==> src/rtl/code_sequencer_pkg.sv <==
// Shared constants, state encoding and helpers for the code-entry sequencer.
// Timing defaults assume a 25 MHz system clock.
package code_sequencer_pkg;

    localparam int KEY_W  = 8;
    localparam int CLK_HZ = 25_000_000;

    localparam int TIMEOUT_CYCLES_DEF = CLK_HZ;       // 1 s
    localparam int UNLOCK_CYCLES_DEF  = 5 * CLK_HZ;   // 5 s
    localparam int LOCKOUT_CYCLES_DEF = 10 * CLK_HZ;  // 10 s

    typedef enum logic [1:0] {
        ST_IDLE     = 2'd0,
        ST_ENTRY    = 2'd1,
        ST_UNLOCKED = 2'd2,
        ST_ALARM    = 2'd3
    } state_e;

    function automatic int max3(input int a, input int b, input int c);
        int m;
        m = (a > b) ? a : b;
        return (m > c) ? m : c;
    endfunction

endpackage

==> src/rtl/code_sequencer_if.sv <==
// Bus between the key sanitizer / lock control and the code sequencer.
// key_in and lock_req are level signals valid every cycle (no ready); a press is a
// nonzero key seen after a zero. All sequencer outputs are registered.
interface code_sequencer_if
    import code_sequencer_pkg::*;
#(
    parameter int FAIL_W = 2
);
    logic [KEY_W-1:0]  key_in;
    logic              lock_req;
    logic              unlocked;
    logic              alarm;
    logic              entry_active;
    logic [FAIL_W-1:0] fail_count;
    state_e            dbg_state;

    modport master (
        output key_in, lock_req,
        input  unlocked, alarm, entry_active, fail_count, dbg_state
    );

    modport slave (
        input  key_in, lock_req,
        output unlocked, alarm, entry_active, fail_count, dbg_state
    );
endinterface

==> src/rtl/code_sequencer_key_press_detect.sv <==
// Turns the level key bus into single press events: a press needs a zero cycle first,
// so a held key yields exactly one event. clear disarms when the sequencer returns to IDLE.
module key_press_detect
    import code_sequencer_pkg::*;
(
    input  logic             clk,
    input  logic             rst,
    input  logic [KEY_W-1:0] key_in,
    input  logic             clear,
    output logic             press,
    output logic [KEY_W-1:0] key_val
);
    logic armed_q;
    logic armed_d;

    // The strobe is same-cycle so the sequencer can register its result on the press edge.
    assign press   = armed_q && (key_in != '0);
    assign key_val = key_in;

    always_comb begin
        armed_d = armed_q;
        if (clear || press) begin
            armed_d = 1'b0;
        end else if (key_in == '0) begin
            armed_d = 1'b1;
        end
    end

    always_ff @(posedge clk) begin
        if (rst) begin
            armed_q <= 1'b0;
        end else begin
            armed_q <= armed_d;
        end
    end
endmodule

==> src/rtl/code_sequencer.sv <==
// Code-entry FSM: constant-time compare of SEQ_LEN key presses against SECRET,
// timed unlock, and alarm lockout after MAX_FAILS consecutive bad codes.
module code_sequencer
    import code_sequencer_pkg::*;
#(
    parameter int                         SEQ_LEN        = 4,
    parameter logic [KEY_W*SEQ_LEN-1:0]   SECRET         = 32'h08_04_02_01,
    parameter int                         MAX_FAILS      = 3,
    parameter int                         TIMEOUT_CYCLES = TIMEOUT_CYCLES_DEF,
    parameter int                         UNLOCK_CYCLES  = UNLOCK_CYCLES_DEF,
    parameter int                         LOCKOUT_CYCLES = LOCKOUT_CYCLES_DEF
) (
    input  logic            clk,
    input  logic            rst,
    code_sequencer_if.slave bus
);
    localparam int IDX_W   = $clog2(SEQ_LEN) + 1;
    localparam int FAIL_W  = $clog2(MAX_FAILS + 1);
    localparam int TMR_MAX = max3(TIMEOUT_CYCLES, UNLOCK_CYCLES, LOCKOUT_CYCLES);
    localparam int TMR_W   = (TMR_MAX > 1) ? $clog2(TMR_MAX) : 1;

    localparam logic [TMR_W-1:0]  TO_TC    = TMR_W'(TIMEOUT_CYCLES - 1);
    localparam logic [TMR_W-1:0]  UL_TC    = TMR_W'(UNLOCK_CYCLES - 1);
    localparam logic [TMR_W-1:0]  LO_TC    = TMR_W'(LOCKOUT_CYCLES - 1);
    localparam logic [TMR_W-1:0]  TMR_SAT  = TMR_W'(TMR_MAX - 1);
    localparam logic [IDX_W-1:0]  LAST_IDX = IDX_W'(SEQ_LEN - 1);
    localparam logic [FAIL_W-1:0] FAIL_MAX = FAIL_W'(MAX_FAILS);

    state_e            state_q, state_d;
    logic [IDX_W-1:0]  idx_q, idx_d;
    logic              mis_q, mis_d;
    logic [TMR_W-1:0]  timer_q, timer_d;
    logic [FAIL_W-1:0] fail_q, fail_d;
    logic              unlocked_q, unlocked_d;
    logic              alarm_q, alarm_d;
    logic              entry_q, entry_d;

    logic              press;
    logic [KEY_W-1:0]  key_val;
    logic              clear_arm;
    logic              take;
    logic [IDX_W-1:0]  cur_idx;
    logic [KEY_W-1:0]  exp_key;
    logic              mis_new;
    logic              is_final;
    logic [FAIL_W-1:0] fail_inc;

    key_press_detect u_kpd (
        .clk     (clk),
        .rst     (rst),
        .key_in  (bus.key_in),
        .clear   (clear_arm),
        .press   (press),
        .key_val (key_val)
    );

    // Mismatches only accumulate; the verdict is taken on the final entry alone.
    always_comb begin
        cur_idx  = (state_q == ST_ENTRY) ? idx_q : '0;
        exp_key  = KEY_W'(SECRET >> (KEY_W * int'(cur_idx)));
        mis_new  = ((state_q == ST_ENTRY) && mis_q) || (key_val != exp_key);
        is_final = (cur_idx == LAST_IDX);
        fail_inc = fail_q + FAIL_W'(1);
    end

    always_ff @(posedge clk) begin
        if (rst) begin
            state_q    <= ST_IDLE;
            idx_q      <= '0;
            mis_q      <= 1'b0;
            timer_q    <= '0;
            fail_q     <= '0;
            unlocked_q <= 1'b0;
            alarm_q    <= 1'b0;
            entry_q    <= 1'b0;
        end else begin
            state_q    <= state_d;
            idx_q      <= idx_d;
            mis_q      <= mis_d;
            timer_q    <= timer_d;
            fail_q     <= fail_d;
            unlocked_q <= unlocked_d;
            alarm_q    <= alarm_d;
            entry_q    <= entry_d;
        end
    end

    always_comb begin
        state_d = state_q;
        idx_d   = idx_q;
        mis_d   = mis_q;
        fail_d  = fail_q;
        timer_d = (timer_q == TMR_SAT) ? timer_q : timer_q + TMR_W'(1);
        take    = 1'b0;

        case (state_q)
            ST_IDLE: begin
                take = press;
            end
            ST_ENTRY: begin
                // lock_req beats a simultaneous press; a press beats the timeout.
                if (bus.lock_req) begin
                    state_d = ST_IDLE;
                end else if (press) begin
                    take = 1'b1;
                end else if (timer_q == TO_TC) begin
                    state_d = ST_IDLE;
                end
            end
            ST_UNLOCKED: begin
                if (bus.lock_req || (timer_q == UL_TC)) begin
                    state_d = ST_IDLE;
                end
            end
            ST_ALARM: begin
                if (timer_q == LO_TC) begin
                    state_d = ST_IDLE;
                    fail_d  = '0;
                end
            end
            default: begin
                state_d = ST_IDLE;
            end
        endcase

        if (take) begin
            timer_d = '0;
            if (is_final) begin
                if (!mis_new) begin
                    state_d = ST_UNLOCKED;
                    fail_d  = '0;
                end else begin
                    fail_d  = fail_inc;
                    state_d = (fail_inc == FAIL_MAX) ? ST_ALARM : ST_IDLE;
                end
            end else begin
                state_d = ST_ENTRY;
                idx_d   = cur_idx + IDX_W'(1);
                mis_d   = mis_new;
            end
        end

        if (state_d != state_q) begin
            timer_d = '0;
        end

        clear_arm = (state_d == ST_IDLE) && (state_q != ST_IDLE);
        if (clear_arm) begin
            idx_d = '0;
            mis_d = 1'b0;
        end
    end

    always_comb begin
        unlocked_d = (state_d == ST_UNLOCKED);
        alarm_d    = (state_d == ST_ALARM);
        entry_d    = (state_d == ST_ENTRY);
    end

    assign bus.unlocked     = unlocked_q;
    assign bus.alarm        = alarm_q;
    assign bus.entry_active = entry_q;
    assign bus.fail_count   = fail_q;
    assign bus.dbg_state    = state_q;
endmodule
==> src/flat_wrapper.sv <==
// flat-port wrapper written by rule: the top's interface ports become plain ports
module code_sequencer_flat import code_sequencer_pkg::*;
#(
    parameter int                         SEQ_LEN        = 4,
    parameter logic [KEY_W*SEQ_LEN-1:0]   SECRET         = 32'h08_04_02_01,
    parameter int                         MAX_FAILS      = 3,
    parameter int                         TIMEOUT_CYCLES = TIMEOUT_CYCLES_DEF,
    parameter int                         UNLOCK_CYCLES  = UNLOCK_CYCLES_DEF,
    parameter int                         LOCKOUT_CYCLES = LOCKOUT_CYCLES_DEF
)
  (clk, rst, bus_key_in, bus_lock_req, bus_unlocked, bus_alarm, bus_entry_active, bus_fail_count, bus_dbg_state);
  code_sequencer_if bus_i ();
  input  logic clk;
  input  logic rst;
  input wire logic [$bits(bus_i.key_in)-1:0] bus_key_in;
  input wire logic [$bits(bus_i.lock_req)-1:0] bus_lock_req;
  output wire logic [$bits(bus_i.unlocked)-1:0] bus_unlocked;
  output wire logic [$bits(bus_i.alarm)-1:0] bus_alarm;
  output wire logic [$bits(bus_i.entry_active)-1:0] bus_entry_active;
  output wire logic [$bits(bus_i.fail_count)-1:0] bus_fail_count;
  output wire logic [$bits(bus_i.dbg_state)-1:0] bus_dbg_state;
  assign bus_i.key_in = bus_key_in;
  assign bus_i.lock_req = bus_lock_req;
  assign bus_unlocked = bus_i.unlocked;
  assign bus_alarm = bus_i.alarm;
  assign bus_entry_active = bus_i.entry_active;
  assign bus_fail_count = bus_i.fail_count;
  assign bus_dbg_state = bus_i.dbg_state;
  code_sequencer #(.SEQ_LEN(SEQ_LEN), .SECRET(SECRET), .MAX_FAILS(MAX_FAILS), .TIMEOUT_CYCLES(TIMEOUT_CYCLES), .UNLOCK_CYCLES(UNLOCK_CYCLES), .LOCKOUT_CYCLES(LOCKOUT_CYCLES)) u_core (.clk(clk), .rst(rst), .bus(bus_i));
endmodule
==> config.mk <==
export PLATFORM = sky130hd
export DESIGN_NAME = code_sequencer_flat
export DESIGN_NICKNAME = d
export VERILOG_FILES = /design/src/rtl/code_sequencer_pkg.sv /design/src/rtl/code_sequencer_if.sv /design/src/rtl/code_sequencer_key_press_detect.sv /design/src/rtl/code_sequencer.sv /design/src/flat_wrapper.sv
export SDC_FILE = /design/constraint.sdc
export NUM_CORES = 1
export LEC_CHECK = 0
export ABC_CLOCK_PERIOD_IN_PS = 2300
export BUFFER_PORTS_ARGS = -buffer_cell sky130_fd_sc_hd__buf_4
export CAP_MARGIN = 20
export CORE_MARGIN = 10
export CORE_UTILIZATION = 30
export DETAILED_ROUTE_END_ITERATION = 10
export PLACE_DENSITY = 0.58
export SLEW_MARGIN = 5
export SYNTH_ARGS = -nofsm -noshare
export SYNTH_HDL_FRONTEND = slang
export SYNTH_SLANG_ARGS = --single-unit
==> constraint.sdc <==
create_clock -name clk -period 2.3 [get_ports clk]
set_input_delay 0.23 -clock clk [delete_from_list [all_inputs] [get_ports clk]]
set_output_delay 0.23 -clock clk [all_outputs]
set_load 0.02 [all_outputs]
**Yosys cells after proc, flatten, opt, wreduce, memory -nomap -nowiden**

Index checks and enable logic that the tools add are counted.
Widths: inputs -> output; s select.

- Register bits: 40
- Input bits: 11
- Output and inout bits: 7
- Logic and storage cells: 61

- Add/subtract/negate cells: 3
- Equal/unequal tests: 13
- Shift operators: 1
- Multiplexer cells: 19
- Bitwise logic cells: 1
- Reduce and logical (&&, ||, !) cells: 15

Operator list:

| operator | count |
|---|---|
| $add 28x1->28 const B | 1 |
| $eq 28x25->1 const B | 1 |
| $eq 28x27->1 const B | 1 |
| $eq 28x28->1 const B | 1 |
| $mux 2 | 14 |
| $shr 28x6->8 const A | 1 |
| $eq 2x2->1 const B | 5 |
| $logic_not 8->1 | 1 |
| $ne 8x8->1 | 1 |
| $reduce_bool 8->1 | 1 |
| $pmux 2 s3 | 1 |
| $eq 2x1->1 const B | 2 |
| $logic_not 2->1 | 2 |
| $reduce_or 2->1 | 2 |
| $add 3x1->3 const B | 1 |
| $eq 3x2->1 const B | 1 |
| $logic_and 1x1->1 | 3 |
| $logic_or 1x1->1 | 3 |
| $mux 3 | 1 |
| $reduce_or 3->1 | 1 |
| $add 2x1->2 const B | 1 |
| $mux 1 | 2 |
| $ne 2x2->1 | 1 |
| $pmux 1 s2 | 1 |
| 3 further kinds | 3 |

**Longest topological paths before layout**

Gate-level depths: netlist of the first run.

- Word-level depth: 12
- Mapped depth: 10
- Mapped depth without buffers: 8

**By module**

Synthesis of the first run repeated with hierarchy kept, for this count alone.

- Cells, all modules: 271
- Area total of the unflattened synthesis: 2,308.5 sq um

By module, submodules not included:

| module | instances | cells each | area an instance (sq um) |
|---|---|---|---|
| code_sequencer | 1 | 257 | 2,198.4 |
| key_press_detect | 1 | 14 | 110.1 |

**Least setup slack after synthesis of the first run**

Ideal clock, no wire load.

- Kind: reg2reg
- From: reg u_core.state_q[0] (netlist: u_core.bus.dbg_state[0])
- To: reg u_core.unlocked_q (netlist: u_core.bus.unlocked)
- Library setup time: 0.073 ns
- Arrival: 2.203 ns
- Data required time: 2.227 ns
- Path slack: 0.025 ns
- Stages on the path, launching flop included: 10
- Path buffers: 1
- Clock period less this slack: 2.275 ns
- Path through: dfxtp_1 buf_2 nor2b_1 nand2_1 ha_1 xor2_1 nor3_2 nand3_1 a311oi_2 nor3b_2

- Longest elaborated chain between the ends: 9

RTL lines:

| element | RTL line | source |
|---|---|---|
| start: declaration | code_sequencer.sv:29 | `state_e state_q, state_d;` |
| start signal: assignment | code_sequencer.sv:77 | `state_q <= state_d;` |
| $eq 2x1->1 | code_sequencer.sv:59, code_sequencer.sv:61, code_sequencer.sv:96 |  |
| $mux 3 | code_sequencer.sv:59 | `cur_idx = (state_q == ST_ENTRY) ? idx_q : '0;` |
| $shr 28x6->8 | code_sequencer.sv:60 | `exp_key = KEY_W'(SECRET >> (KEY_W * int'(cur_idx)));` |
| $ne 8x8->1 | code_sequencer.sv:61 | `mis_new = ((state_q == ST_ENTRY) && mis_q) \|\| (key_val != exp_key);` |
| $logic_or 1x1->1 | code_sequencer.sv:61 |  |
| $mux 2 | code_sequencer.sv:129 | `if (!mis_new) begin` |
| $mux 2 | code_sequencer.sv:128 | `if (is_final) begin` |
| $mux 2 * | code_sequencer.sv:126 | `if (take) begin` |
| $eq 2x2->1 * | code_sequencer.sv:155 | `unlocked_d = (state_d == ST_UNLOCKED);` |
| end signal: assignment | code_sequencer.sv:82 | `unlocked_q <= unlocked_d;` |
| end: declaration | code_sequencer.sv:34 | `logic unlocked_q, unlocked_d;` |

Mark *: on every way between the ends. The rest lies on a longest branch, timed or not.
A chain may end at the register's enable or synchronous reset.

**Worst setup path in the final report of the first run**

Same ends and word-level chain as after synthesis.

==> results of run 1 <==
-- final cells by class --
| cell class | count | area share [%] |
|---|---|---|
| clock buffers | 8 | 3.430 |
| multi-input cells | 200 | 52.07 |
| flip-flops and latches | 40 | 30.49 |
| well taps | 99 | 4.717 |
| repair buffers | 27 | 7.718 |
| inverters | 11 | 1.572 |
-- power by group --
| part | internal, mW | switching, mW |
|---|---|---|
| sequential | 0.697 | 0.00393 |
| combinational | 0.0233 | 0.0323 |
| clock | 0.245 | 0.230 |
-- cell usage in the layout (no fill, tap or decap), drive strengths merged, types with 3 or more instances in the layout --
cell    count
nor2       52
dfxtp      40
buf        27
xnor2      24
nand2      20
nor3       14
inv        11
nand3       9
o21ai       8
clkbuf      8
nor4        8
nand4       6
and3        5
xor2        4
nor3b       4
a211oi      4
and4b       3
and2        3
ha          3
and4        3
-- how the worst max path moves through the flow --
| stage | from | endpoint | slack [ns] | cells after the start |
|---|---|---|---|---|
| finish | u_core.bus.dbg_state[0] | u_core.bus.unlocked | 0.18 | 8 |
| global route | u_core.bus.dbg_state[0] | u_core.bus.unlocked | 0.007 | 8 |
| CTS | u_core.bus.dbg_state[0] | u_core.bus.unlocked | 0.17 | 8 |
| detailed placement | bus_key_in[1] | u_core.timer_q[2] | 0.18 | 7 |
| global placement | bus_key_in[1] | u_core.timer_q[2] | 0.22 | 7 |
| floorplan | u_core.bus.dbg_state[0] | u_core.bus.unlocked | 0.02 | 9 |
-- layer usage --
layer / wire length [um] / GRT usage (%)
met3: 236 / 2.536
met5: 0 / 0
met2: 2186 / 13.96
met1: 2549 / 12.13
met4: 24 / 2.805
-- through the flow --
stage / instances / power [mW] / area [sq um] / hold WS, ns
final: 385 / 1.231 / 2626 / 0.1846
after global routing: 385 / 1.294 / 2626 / 0.1767
after CTS: 385 / 1.255 / 2615 / 0.1735
after detailed placement: 377 / 0.7738 / 2525 / 0.4785
after global placement: 377 / 0.7725 / 2525 / 0.4603
after floorplan: 258 / 0.7467 / 2233 / 0.4023
-- state kept, by name, summed over array words and instances (netlist names) --
register,cells
u_core.bus.entry_active,1
u_core.mis_q,1
u_core.bus.fail_count,2
u_core.bus.unlocked,1
u_core.timer_q,28
u_core.bus.alarm,1
u_core.u_kpd.armed_q,1
u_core.idx_q,3
u_core.bus.dbg_state,2
-- cell families after synthesis --
group                      synth area share, %
adders and majority gates                1.681
and+or+nand+nor                          37.09
DFF                                      35.85
muxes                                   0.4482
AOI/OAI and AO/OA                        10.53
xor gates and xnor gates                 10.98
buffers and inverters                    3.417
==> impl_metrics.ini, run 1 <==
[timing]
rsz0062_at_grt = no
hold_viol = 0
worst_pin_slew_ns = 0.5345
skew_ns = 0.005772
worst_slack_ns = 0.1801
fin_tns_setup_ns = 0
slew_viol_final = 0
finalCritPeriodShare_pct = 92.17
fmax_ghz = 0.4717
slew_headroom_pct = 64.07
fin_crit_ns = 2.120
setup_viol_count_final = 0

[worst_setup_path]
cp_cell_sequence = nor2b_1 > and3_1 > ha_1 > xor2_1 > nor3_2 > nand3_1 > a311oi_4 > nor3b_2
crit_buf_inv = 0
cp_max_fo = 4
required_ns = 2.52
reg2reg_depth = 8
r2r-end = u_core.bus.unlocked
r2r_setup_slack_ns = 0.18
cp.arrival_ns = 2.34
critPathTopFamily = simple AND/OR/NAND/NOR gates
cp_slowest_cell = a311oi_4
max_stage_delay_ns = 0.40
endpoint_kind = register
r2r_start = u_core.bus.dbg_state[0]
crit_type = reg -> reg
start_kind = register

[clocking]
clock-root-buffer = clkbuf_8
cts_buffers = 5
postCtsHoldBufs = 0
tritoncts = yes
numClockSinks = 40
clk_path_buf_depth = 2
path_clk_slew_ns = 0.08
cts.repair.resized = 0
post_cts_buffers = 0
clock_latency_ns = 0.28
cts_max_level = 2

[layout]
areaGrowthSynthToFinish_pct = 17.59
n_fill_cell = 745
drive_above_1_share_pct = 19.58
finalCoreUtilization_pct = 36.21
seq_area_sq_um = 800.8
num-nets-final = 299
multi_input_comb_area_sq_um = 1368
num_antenna_cells = 0

[logic_synthesis]
synth_top_cell_by_area = dfxtp_1
ys_top_cells_by_count = nor2_1, dfxtp_1, xnor2_1, nand2_1, nor3_1
ys_ff_latch = 40
synth_ff_type = dfxtp_1
ys_types = 60
synth_top_area_share_pct = 35.85
synth.most_common_cell = nor2_1
syn-num-nets = 272
syn_area_per_cell_sq_um = 8.657
synthCells = 258
async_reset_ff_share_pct = 0
yosysSeqAreaShare_pct = 35.85
yosysWarnings = 0
synth_area_sq_um = 2233
synthTopCellsByArea = dfxtp_1, xnor2_1, nor2_1
synth_edf_count = 0

[grt]
grt_pass1_wl_um = 8700
grt.total_usage_pct = 9.116
grt_overflow = 0
grt_start_max_net_pins = 29
grt_pass1_vias = 1823
antenna_found_initial = 0

[drt]
first_pass_iters = 4
avgViaCountPerCell = 4.842
drtIter0Drc = 96
wl_per_cell_um = 12.98
antenna_left = 0
drc_errors = 0
vias = 1864
drt_wl_total_um = 4996

[die]
fp-row-count = 31
fp.dieH_um = 106.3
core_sq_um = 7253
die-area_sq_um = 11300
start_util_pct = 30.79
dieWidth_um = 106.3
ioPinCount = 18

[placement]
dp_hpwl_um = 3798
portBuffers = 17
pre_cts_slack_ns = 0.1826
place_congestion = 0.8108

[power]
p_per_area_nw_per_um2 = 468.6
irDropWorstVdd_mv = 0.1827
p_leak_nw = 0.8463

[worst_hold_path]
hp-start = rst
holdPathStages = 2
whs_endpoint = u_core.bus.unlocked
hold_path.class = in -> reg

[flow_run]
maxCapViolations = 0

[status]
status = complete, no violations
No activity file was read; power rests on OpenSTA's default activity.
==> run 2: changes to the inputs <==
--- a/config.mk
+++ b/config.mk
@@ -5,7 +5,7 @@
 export SDC_FILE = /design/constraint.sdc
 export NUM_CORES = 1
 export LEC_CHECK = 0
-export ABC_CLOCK_PERIOD_IN_PS = 2300
+export ABC_CLOCK_PERIOD_IN_PS = 2430
 export BUFFER_PORTS_ARGS = -buffer_cell sky130_fd_sc_hd__buf_4
 export CAP_MARGIN = 20
 export CORE_MARGIN = 10
==> constraint.sdc (replaced) <==
create_clock -name clk -period 2.43 [get_ports clk]
set_input_delay 0.243 -clock clk [delete_from_list [all_inputs] [get_ports clk]]
set_output_delay 0.243 -clock clk [all_outputs]
set_load 0.02 [all_outputs]
==> run 2 against run 1 <==
Clock power increased by 25%. Cell count decreased by 1.6%. Sequential cell count unchanged. Sequential power decreased by 5.4%. Critical path depth unchanged. Die area unchanged. Clock skew increased by 0.0049 ns. Design area decreased by 0.76%. Worst setup slack improved by 0.092 ns. Sequential share of layout area increased by 0.23 points. Critical path type unchanged. Critical endpoint unchanged. Largest cell class unchanged. Largest power group unchanged.
==> impl_metrics.ini, run 2 (same netlist as run 1, synthesis figures left out) <==
[status]
status = complete, no violations

[clocking]
post_cts_buffers = 0
clk_path_buf_depth = 2
tritoncts = yes
clock-root-buffer = clkbuf_8
numClockSinks = 40
clock_latency_ns = 0.30
cts_buffers = 5
postCtsHoldBufs = 0
cts.repair.resized = 0
path_clk_slew_ns = 0.08
cts_max_level = 2

[die]
die-area_sq_um = 11300
dieWidth_um = 106.3
ioPinCount = 18
core_sq_um = 7253
fp.dieH_um = 106.3
start_util_pct = 30.79
fp-row-count = 31

[timing]
slew_viol_final = 0
worst_slack_ns = 0.2718
hold_viol = 0
finalCritPeriodShare_pct = 88.82
worst_pin_slew_ns = 0.5438
skew_ns = 0.01063
rsz0062_at_grt = no
fin_tns_setup_ns = 0
fin_crit_ns = 2.158
setup_viol_count_final = 0
slew_headroom_pct = 63.43
fmax_ghz = 0.4633

[drt]
first_pass_iters = 4
drt_wl_total_um = 5117
wl_per_cell_um = 13.50
drtIter0Drc = 88
drc_errors = 0
antenna_left = 0
avgViaCountPerCell = 5.029
vias = 1906

[grt]
antenna_found_initial = 0
grt_overflow = 0
grt_pass1_vias = 1856
grt_start_max_net_pins = 29
grt_pass1_wl_um = 8976
grt.total_usage_pct = 9.440

[worst_setup_path]
endpoint_kind = register
crit_type = reg -> reg
reg2reg_depth = 8
cp.arrival_ns = 2.39
r2r-end = u_core.bus.unlocked
r2r_setup_slack_ns = 0.27
cp_max_fo = 4
required_ns = 2.66
start_kind = register
r2r_start = u_core.bus.dbg_state[0]
cp-startpoint = u_core.bus.dbg_state[0]

[layout]
num_antenna_cells = 0
n_fill_cell = 754
final_common_cell = nor2_1
areaGrowthSynthToFinish_pct = 16.69
num-nets-final = 293
multi_input_comb_area_sq_um = 1356
largest_reg_flops = 28
final_cell_mix = nor2_1, dfxtp_1, xnor2_1
top_register = u_core.timer_q
finalCoreUtilization_pct = 35.93
largestRegisters = u_core.timer_q: 28 flops, u_core.idx_q: 3 flops
finalNonFillerCells = 379
seq_area_sq_um = 800.8
drive_above_1_share_pct = 18.57

[power]
p_int_mw = 1.044
irDropWorstVdd_mv = 0.2138
power_frac_seq_pct = 50.6
p_per_area_nw_per_um2 = 502.9
p_switching_mw = 0.2665
switching_share_pct = 20.33
pwr-share-clk_pct = 45.4
power_frac_comb_pct = 4.1
p_leak_nw = 0.8325

[placement]
dp_hpwl_um = 3819
placed_cells = 371
pre_cts_slack_ns = 0.2721
portBuffers = 17
place_congestion = 0.8338

[worst_hold_path]
hold_path.class = in -> reg
whs_endpoint = u_core.bus.unlocked
hp-start = rst
holdPathStages = 2

[flow_run]
maxCapViolations = 0
[run 2: worst max-delay path by stage]
stage                     slack (ns)  cells after the start             endpoint
after floorplan                 0.15                      9  u_core.bus.unlocked
after global placement          0.28                      8  u_core.bus.unlocked
after detailed placement        0.27                      7    u_core.timer_q[2]
after CTS                       0.27                      8  u_core.bus.unlocked
after global routing            0.06                      8  u_core.bus.unlocked
final                           0.27                      8  u_core.bus.unlocked
[run 2: worst max-delay path, cell delays in order, from the launching register on]
cell and delay, ns:
dfxtp_1 0.33, nor2b_1 0.20, and3_1 0.18, ha_1 0.23, xor2_1 0.10, nor3_2 0.26
nand3_1 0.16, a311oi_2 0.42, nor3b_2 0.21
[run 2: metal layers]
metal	part of all wire, %	up-vias	GRT usage (%)
met4	1.6	0	3.772
li1	-	954	-
met5	0	-	0
met3	5.4	7	2.778
met1	50	907	12.13
met2	44	38	14.49
[run 2: final cells by class]
cell class                      instances  area share [%]
Clock buffer                            7           3.697
Clock inverter                          1           1.152
Inverter                               11           1.584
Multi-Input combinational cell        200           52.04
Sequential cell                        40           30.72
Tap cell                               99           4.753
Timing Repair Buffer                   21           6.049
[run 2: metrics by stage]
stage	hold WS (ns)	area (sq um)	power, mW
6_report	0.1874	2606	1.311
3_3_place_gp	0.4593	2480	0.7306
3_5_place_dp	0.4814	2480	0.7323
4_1_cts	0.1787	2606	1.334
2_1_floorplan	0.4153	2233	0.7068
5_1_grt	0.1977	2606	1.359
[run 2: power groups by stage]
stage	clock, mW	combinational (mW)	sequential [mW]
finish	0.594	0.0532	0.663
global route	0.635	0.0598	0.664
global placement	0	0.0523	0.678
CTS	0.617	0.0542	0.663
detailed placement	0	0.0539	0.678
floorplan	0	0.0292	0.678
==> run 3: changes to the inputs <==
--- a/config.mk
+++ b/config.mk
@@ -5,14 +5,15 @@
 export SDC_FILE = /design/constraint.sdc
 export NUM_CORES = 1
 export LEC_CHECK = 0
-export ABC_CLOCK_PERIOD_IN_PS = 2430
+export ABC_CLOCK_PERIOD_IN_PS = 1800
 export BUFFER_PORTS_ARGS = -buffer_cell sky130_fd_sc_hd__buf_4
 export CAP_MARGIN = 20
-export CORE_MARGIN = 10
+export CORE_MARGIN = 8
 export CORE_UTILIZATION = 30
 export DETAILED_ROUTE_END_ITERATION = 10
-export PLACE_DENSITY = 0.58
+export PLACE_DENSITY = 0.59
 export SLEW_MARGIN = 5
 export SYNTH_ARGS = -nofsm -noshare
 export SYNTH_HDL_FRONTEND = slang
+export SYNTH_HIERARCHICAL = 1
 export SYNTH_SLANG_ARGS = --single-unit
==> constraint.sdc (replaced) <==
create_clock -name clk -period 1.8 [get_ports clk]
set_input_delay 0.18 -clock clk [delete_from_list [all_inputs] [get_ports clk]]
set_output_delay 0.18 -clock clk [all_outputs]
set_load 0.02 [all_outputs]
==> run 3 against run 2 <==
The run now ends with setup timing left. Highest routed layer unchanged. Clock power up 6.7%. Synthesized cell count grew 5.0%. Cell count increased by 22%. Critical path depth up 1. Clock skew decreased by 0.0049 ns. Via count rose by 17%. Design area rose by 30%. Total power up 27%. Sequential power increased by 35%.
==> impl_metrics.ini, run 3 <==
[worst_setup_path]
crit_buf_inv = 2
max_stage_delay_ns = 0.48
r2r_setup_slack_ns = -0.39
crit_type = reg -> reg
start_kind = register
cp.arrival_ns = 2.44
cp_cell_sequence = a21boi_1 > or4b_1 > or3_4 > o211ai_4 > o211ai_1 > o21ai_2 > buf_4 > buf_8 > and3_1
required_ns = 2.04
endpoint_kind = register
critPathTopFamily = simple AND/OR/NAND/NOR gates
cp_slowest_cell = or4b_1
cp_max_fo = 8

[power]
p_per_area_nw_per_um2 = 490.3
irDropWorstVdd_mv = 0.2750
p_leak_nw = 1.299

[logic_synthesis]
ys_types = 54
synth_area_sq_um = 2308
synth.most_common_cell = dfxtp_1
async_reset_ff_share_pct = 0
yosysWarnings = 6
ys_top_cells_by_count = dfxtp_1, nand2_1, nor2_1, nor2_2, xnor2_1
synth_top_area_share_pct = 34.69
syn-num-nets = 285
syn_area_per_cell_sq_um = 8.518
synth_compound_area_share_pct = 11.54
synth_adder_area_share_pct = 1.626
synth_edf_count = 0
synth_top_cell_by_area = dfxtp_1
synthMuxAreaShare_pct = 0.8672
synth_top_family_by_area = simple AND/OR/NAND/NOR gates
synth_xor_area_share_pct = 10.24
synthCells = 271
ys_ff_latch = 40
yosysSeqAreaShare_pct = 34.69
synth_ff_type = dfxtp_1
synthTopCellsByArea = dfxtp_1, xnor2_1, nor2_2
yosys.area_share.simple_pct = 34.20

[grt]
grt_overflow = 0
grt_pass1_vias = 2188
grt_start_max_net_pins = 29
grt_pass1_wl_um = 9956
antenna_found_initial = 0
grt.total_usage_pct = 10.85

[layout]
largest_reg_flops = 28
final_cell_mix = buf_4, dfxtp_1, nor2_2
largestRegisters = u_core/timer_q: 28 flops, u_core/idx_q: 3 flops
num_antenna_cells = 0
top_register = u_core/timer_q
finalNonFillerCells = 463
num-nets-final = 374
drive_above_1_share_pct = 45.15
final_common_cell = buf_4
areaGrowthSynthToFinish_pct = 47.32

[timing]
fin_crit_ns = 2.195
worst_slack_ns = -0.3950
fmax_ghz = 0.4556
worst_pin_slew_ns = 0.4319
setup_viol_count_final = 40
hold_viol = 0
slew_viol_final = 0
skew_ns = 0.005752
finalCritPeriodShare_pct = 121.9
whs_ns = 0.1336
slew_headroom_pct = 71.15
rsz0062_at_grt = yes

[drt]
met3_length_um = 260
avgViaCountPerCell = 4.806
wl_per_cell_um = 13.14
met2WireLength_um = 2993
top_layer = met4
drt_wl_total_um = 6084
wl_met1_um = 2734
drc_errors = 0
drtIter0Drc = 117
first_pass_iters = 4
antenna_left = 0
vias = 2225

[clocking]
clk_path_buf_depth = 2
postCtsHoldBufs = 0
clock-root-buffer = clkbuf_8
path_clk_slew_ns = 0.08
numClockSinks = 40
cts_buffers = 5
cts_max_level = 2
tritoncts = yes
clock_latency_ns = 0.30

[die]
fp.dieH_um = 103.7
dieWidth_um = 103.7
fp-row-count = 32
start_util_pct = 30.35
die-area_sq_um = 10760
core_sq_um = 7607
ioPinCount = 18

[placement]
pre_cts_slack_ns = -0.5993
place_congestion = 0.8126
placed_cells = 448
dp_hpwl_um = 4336
portBuffers = 17

[status]
failed_checks = setup timing
status = finished with violations

[flow_run]
maxCapViolations = 0

[worst_hold_path]
hold_path.class = in -> reg
==> run 3: what timing repair did <==
| action | 4_1_cts | 5_1_grt |
|---|---|---|
| buffers inserted | 3 | 3 |
| gates cloned | 0 | 2 |
| gates resized for setup | 9 | 19 |
| endpoints found under the setup margin | 40 | 40 |
| pin swaps | 4 | 8 |
==> run 3: worst reg2reg max path, delay by kind of cell, from the launching register on <==
family | cells | cell delay (ns)
buffers and inverters | 2 | 0.27
AOI/OAI and AO/OA | 4 | 0.57
DFF | 1 | 0.30
and+or+nand+nor | 3 | 1.00
==> run 3: worst paths after layout <==
check,start,end,depth (start not counted)
worst min register to register,u_core/bus.fail_count[1],u_core/bus.fail_count[1],2
worst max register to register,u_core/u_kpd/armed_q,u_core/bus.unlocked,9
worst max-delay path,u_core/u_kpd/armed_q,u_core/bus.unlocked,9
worst min-delay path,rst,u_core/bus.dbg_state[0],2
==> run 3: through the flow <==
step	setup TNS (ns)	utilization, %	area (sq um)	total power, mW
6_report	-13.84	44.70	3401	1.667
3_5_place_dp	-20.72	40.36	3070	1.036
5_1_grt	-17.50	44.70	3401	1.733
3_3_place_gp	-19.67	40.36	3070	1.033
2_1_floorplan	-11.75	-	2372	0.9838
4_1_cts	-11.30	42.37	3223	1.671
==> run 3: routing by layer <==
layer / vias to the layer above / track usage (%)
met3: 8 / 2.726
met5: - / 0
met4: 0 / 3.930
li1: 1129 / -
met2: 41 / 18.19
met1: 1047 / 13.09
==> run 3: logic make-up (layout without fill, tap and decap cells) <==
logic type,after synthesis,in the layout
and+or+nand+nor,139,139
xor gates and xnor gates,27,27
DFF,40,40
buffers and inverters,27,117
adders and majority gates,3,3
AOI/OAI and AO/OA,33,33
muxes,2,2
==> run 3: layout make-up <==
type | instances | area, sq um
multi-input combinational | 204 | 1548
sequential | 40 | 805.8
clock buffer | 8 | 90.09
tap | 102 | 127.6
timing repair buffer | 99 | 792.0
inverter | 10 | 37.54
fill | 763 | 4207
==> run 3: report_power, final <==
part	internal, mW	switching [mW]	leakage, nW	total (mW)
logic	0.0712	0.0694	0.930	0.141
registers	0.889	0.00358	0.324	0.893
clock network	0.313	0.321	0.0455	0.634
total	1.27	0.394	1.30	1.67
